==> config.mk <==
export PLATFORM = sky130hd
export DESIGN_NAME = muldiv_seq
export DESIGN_NICKNAME = d
export VERILOG_FILES = /design/src/rtl/muldiv_seq.sv
export SDC_FILE = /design/constraint.sdc
export NUM_CORES = 1
export LEC_CHECK = 0
export BUFFER_PORTS_ARGS = -buffer_cell sky130_fd_sc_hd__buf_2
export CORE_MARGIN = 10
export CORE_UTILIZATION = 66
export CTS_CLUSTER_SIZE = 25
export DETAILED_ROUTE_END_ITERATION = 7
export GPL_TIMING_DRIVEN = 0
export MAX_ROUTING_LAYER = met4
export PLACE_DENSITY = 0.95
export RECOVER_POWER = 100
export SLEW_MARGIN = 10
export SYNTH_ARGS = -nofsm -noshare
export SYNTH_HDL_FRONTEND = slang
export SYNTH_SLANG_ARGS = --single-unit
export TNS_END_PERCENT = 10
==> constraint.sdc <==
create_clock -name clk -period 8.07 [get_ports clk]
set_clock_uncertainty 0.05 [all_clocks]
set_input_delay 0 -clock clk [delete_from_list [all_inputs] [get_ports clk]]
set_output_delay 0 -clock clk [all_outputs]
set_load 0.03 [all_outputs]
==> src/rtl/muldiv_seq.sv <==
// Sequential signed 32x32 multiply / divide unit with HI/LO registers and pipeline interlock.
// One shift-add or restoring-divide step per cycle; results commit to HI/LO in a single edge.
module muldiv_seq #(
    parameter logic [31:0] DIV0_LO = 32'hFFFF_FFFF
) (
    input  logic        clk,
    input  logic        rst_n,
    input  logic        Start_i,
    input  logic        Div_i,
    input  logic [31:0] A_i,
    input  logic [31:0] B_i,
    input  logic        MfHi_i,
    input  logic        MfLo_i,
    output logic [31:0] HI_o,
    output logic [31:0] LO_o,
    output logic        Busy_o,
    output logic        Stall_o,
    output logic        Done_o
);

    typedef enum logic [1:0] {StIdle, StCalc, StFix} state_e;

    state_e      state_q;
    logic [63:0] acc_q;
    logic [31:0] opb_q;
    logic [4:0]  cnt_q;
    logic        div_q, neg_lo_q, neg_hi_q;
    logic [31:0] hi_q, lo_q;
    logic        done_q;

    logic [31:0] abs_a, abs_b;
    logic [32:0] mul_sum;
    logic [63:0] mul_next;
    logic [33:0] div_diff;
    logic [63:0] div_next;
    logic [63:0] acc_neg;
    logic [31:0] res_hi, res_lo;

    always_comb begin
        // Negating 32'h8000_0000 yields itself, which reads as unsigned 2^31.
        abs_a    = A_i[31] ? -A_i : A_i;
        abs_b    = B_i[31] ? -B_i : B_i;
        mul_sum  = {1'b0, acc_q[63:32]} + (acc_q[0] ? {1'b0, opb_q} : 33'd0);
        mul_next = {mul_sum, acc_q[31:1]};
        // Remainder is compared as 33 bits so a divisor near 2^32 cannot overflow it.
        div_diff = {1'b0, acc_q[63:31]} - {2'b00, opb_q};
        div_next = div_diff[33] ? {acc_q[62:0], 1'b0}
                                : {div_diff[31:0], acc_q[30:0], 1'b1};
        acc_neg  = -acc_q;
        if (div_q) begin
            res_lo = neg_lo_q ? -acc_q[31:0] : acc_q[31:0];
            res_hi = neg_hi_q ? -acc_q[63:32] : acc_q[63:32];
        end else begin
            {res_hi, res_lo} = neg_lo_q ? acc_neg : acc_q;
        end
    end

    always_ff @(posedge clk or negedge rst_n) begin
        if (!rst_n) begin
            state_q  <= StIdle;
            acc_q    <= '0;
            opb_q    <= '0;
            cnt_q    <= '0;
            div_q    <= 1'b0;
            neg_lo_q <= 1'b0;
            neg_hi_q <= 1'b0;
            hi_q     <= '0;
            lo_q     <= '0;
            done_q   <= 1'b0;
        end else begin
            done_q <= 1'b0;
            unique case (state_q)
                StIdle: begin
                    if (Start_i) begin
                        if (Div_i && (B_i == 32'h0)) begin
                            hi_q   <= A_i;
                            lo_q   <= DIV0_LO;
                            done_q <= 1'b1;
                        end else begin
                            div_q    <= Div_i;
                            opb_q    <= Div_i ? abs_b : abs_a;
                            acc_q    <= {32'h0, (Div_i ? abs_a : abs_b)};
                            neg_lo_q <= A_i[31] ^ B_i[31];
                            neg_hi_q <= Div_i ? A_i[31] : (A_i[31] ^ B_i[31]);
                            cnt_q    <= '0;
                            state_q  <= StCalc;
                        end
                    end
                end
                StCalc: begin
                    acc_q <= div_q ? div_next : mul_next;
                    cnt_q <= cnt_q + 5'd1;
                    if (cnt_q == 5'd31) begin
                        state_q <= StFix;
                    end
                end
                StFix: begin
                    hi_q    <= res_hi;
                    lo_q    <= res_lo;
                    done_q  <= 1'b1;
                    state_q <= StIdle;
                end
                default: state_q <= StIdle;
            endcase
        end
    end

    assign HI_o    = hi_q;
    assign LO_o    = lo_q;
    assign Done_o  = done_q;
    assign Busy_o  = (state_q != StIdle);
    assign Stall_o = Busy_o & (Start_i | MfHi_i | MfLo_i);

endmodule

==> results by group <==
Clock tree
  – Clock-pin slew on the worst setup and hold paths: roughly 0.07 ns
  – Root buffer cell: clkbuf_16
  – TritonCTS Buffers: 17
  – Post_cts resized: 0
  – Skew-Pair Late Insertion Delay: around 0.44 ns
  – Cts hold-fix bufs: 38
  – Post-CTS setup buffers: 0
  – CTS Sinks: 171
  – Clock buffer depth: 2
  – CTS tree: built
  – H-tree depth: 4

Setup path
  – Reg2Reg Depth: 12
  – RR Startpoint: acc_q[51]
  – WP data arrival: ~5.6 ns
  – Worst-path fanout max: approximately 110
  – Kind of critical path: in2async
  – Critical path startpoint: rst_n
  – Critical path capture point type: asynchronous set/reset pin
  – Critical path required time: roughly 8.0 ns
  – Type of origin of the critical path: input port

Layout
  – Fin cells: about 2,400
  – Area growth syn-to-layout: 12.5%
  – Fill count: 1,718
  – Nets@finish: between 2,000 and 2,500
  – Final Instance Area: between 15,000 and 20,000 µm²
  – Layout cell share with drive strength beyond 1: under 10%
  – Final Util: between 70% and 80%

Synth
  – Distinct cells, synth: 77
  – Post-Synthesis Cells: around 1,900
  – Average size of a mapped cell: slightly below 8 µm²
  – Synth Warn #: 0
  – Synthesized Nets: a little over 2,000
  – Seq/Total Area, Yosys: ~29%
  – Number of synthesized flops with an enable pin: 0
  – Mapped Area: between 10,000 and 15,000 µm²
  – Synth Flop Type: dfrtp_1
  – Synth Register Bits: about 170
  – Async S/R FF share, synth: 100%

GRT
  – First-pass GRT wire length: 92,400 µm
  – Grt ovf: 0
  – Vias in the first global route: 15,800
  – Initial antenna violation count: 1
  – Largest net degree at the start of global routing: between 100 and 150
  – GRT Overall Usage: a little over two fifths

Place
  – Routability Congestion: ~1.1
  – PortBufs: around 130
  – Post-placement cell area: between 15,000 and 20,000 µm²
  – Cells after DPL: between 2,000 and 2,500
  – Detailed-placement wirelength estimate: around 47,000 µm

Die
  – Die W: 170 µm
  – Die height: between 150 and 200 µm
  – Core area: 22,000 µm²
  – Boundary pin count: around 140
  – Starting Density: between 60% and 70%
  – DIE AREA: slightly below 30,000 µm²
  – Row count: 54

STA
  – Fmax: about 180 MHz
  – Slew Limit Headroom: -166%
  – RSZ-0062 raised after global routing: false
  – Tmin final: ~5.7 ns
  – Hold WS: around 0.0063 ns
  – Final hold viol count: 0
  – Slew Limit Fails: 174
  – Final TNS setup: 0 ns
  – Crit share post-route: between 70% and 80%
  – Worst slew pin tran: roughly 4 ns
  – Setup-failing EPs final: 0

Route
  – Via density: around 7
  – Avg WL per Cell: about 26 µm
  – DR vias: between 15,000 and 20,000
  – DRC violations left: 0
  – ANT nets after route: 0
  – TritonRoute pass-1 iters: 7
  – Drt total wl: approximately 62,000 µm
  – Initial DRC Count: roughly 3,100

Job
  – Reported max-cap violation count: 2

Power
  – P_leak: about 7.0 nW
  – Pwr Density: approximately 490 nW/µm²
  – Peak supply drop: between 0.3 and 0.4 mV

Hold path
  – Hold crit path type: in2reg
  – Hold path cells: 5
  – Hold Crit Start: A_i[9]

Outcome
  – Failing checks: max-capacitance violations, max-slew violations
  – Outcome: finished with violations
==> metal layers <==
layer  part of all wire, %  GRT usage, %
met1                    37          53.4
met2                    42          60.7
met3                    15          11.1
met4                   6.3          22.6
met5                     0             -
==> Yosys cell counts, drive strengths merged (22+ instances only) <==
library cell	count	area share, %
o21ai	226	7.6
nand2	217	5.5
dfrtp	171	29
nor2	164	4.1
a21oi	139	4.7
clkbuf	100	2.5
xor2	92	5.4
ha	70	5.9
xnor2	66	3.9
inv	63	1.6
mux2i	57	3.8
nor3	45	1.5
a211oi	44	2.2
nand3	43	1.5
a31oi	39	1.6
o31ai	38	2.0
or3	27	1.2
buf	24	0.72
o211ai	22	1.1
or4	22	1.2
==> stage by stage <==
stage                     worst slack [ns]  power (mW)
after detailed placement              3.45        7.00
after global routing                  1.51        8.57
after floorplan                       4.73        5.43
after CTS                             3.42        7.87
final                                 2.40        8.14
after global placement                3.51        6.80
==> registers in the layout, indices dropped and copies added, names as in the netlist <==
signal	flops
acc_q	64
HI_o	32
LO_o	32
opb_q	32
cnt_q	5
state_q	2
Done_o	1
div_q	1
neg_hi_q	1
neg_lo_q	1
==> final timing paths <==
kind,to,slack [ns]
min in group asynchronous,acc_q[35],1.42
max reg2reg,acc_q[59],2.51
max in group clk,acc_q[59],2.51
max,acc_q[27],2.40
min,HI_o[9],0.006
min reg2reg,opb_q[24],0.44
==> final cells by class <==
type	count	area (µm²)	area share, %
Multi-Input combinational cell	1559	9890	59.0
Sequential cell	171	4280	25.5
Timing Repair Buffer	172	965	5.75
Buffer	124	475	2.83
Clock buffer	19	433	2.58
Tap cell	280	350	2.09
Inverter	64	240	1.43
Clock inverter	13	138	0.820
Antenna cell	1	2.50	0.0149
==> worst max-delay path, stage by stage <==
cell           delay [ns]
dlygate4sd3_1        0.52
clkbuf_1             2.77
clkbuf_2             2.19
==> placed cells by master (no fill, tap or decap), types with 10 or more instances in the layout <==
master and n:
ha_1 70, clkbuf_16 17, dlygate4sd3_1 38, or3_1 24
nand2_1 217, o21ai_0 225, nor2b_1 16, a211oi_1 44
buf_2 66, inv_1 63, or4_1 19, mux2i_1 57
and3_1 15, o211ai_1 22, clkbuf_1 181, dfrtp_1 171
xnor2_1 66, o21a_1 15, nor3_1 45, buf_1 10
xor2_1 92, nor2_1 164, a31oi_1 39, a21o_1 20
nand2b_1 20, nor4_1 14, nand3b_1 10, o41ai_1 14
a21oi_1 138, nand3_1 42, o31ai_1 37
==> power breakdown <==
group	leakage, nW	internal, mW	switching, mW	total, mW
logic	4.67	2.03	3.56	5.59
clock network	0.269	0.434	0.401	0.835
registers	2.06	1.21	0.507	1.72
total	7.01	3.67	4.46	8.14
==> kinds of logic after synthesis <==
group / share of synthesized area, %
simple gates: 20.4
compound gates: 26.1
buf+inv: 4.85
flops: 28.7
xor+xnor: 9.28
fa+ha+maj: 6.14
mux: 4.61
(Power assumes the default switching activity.)
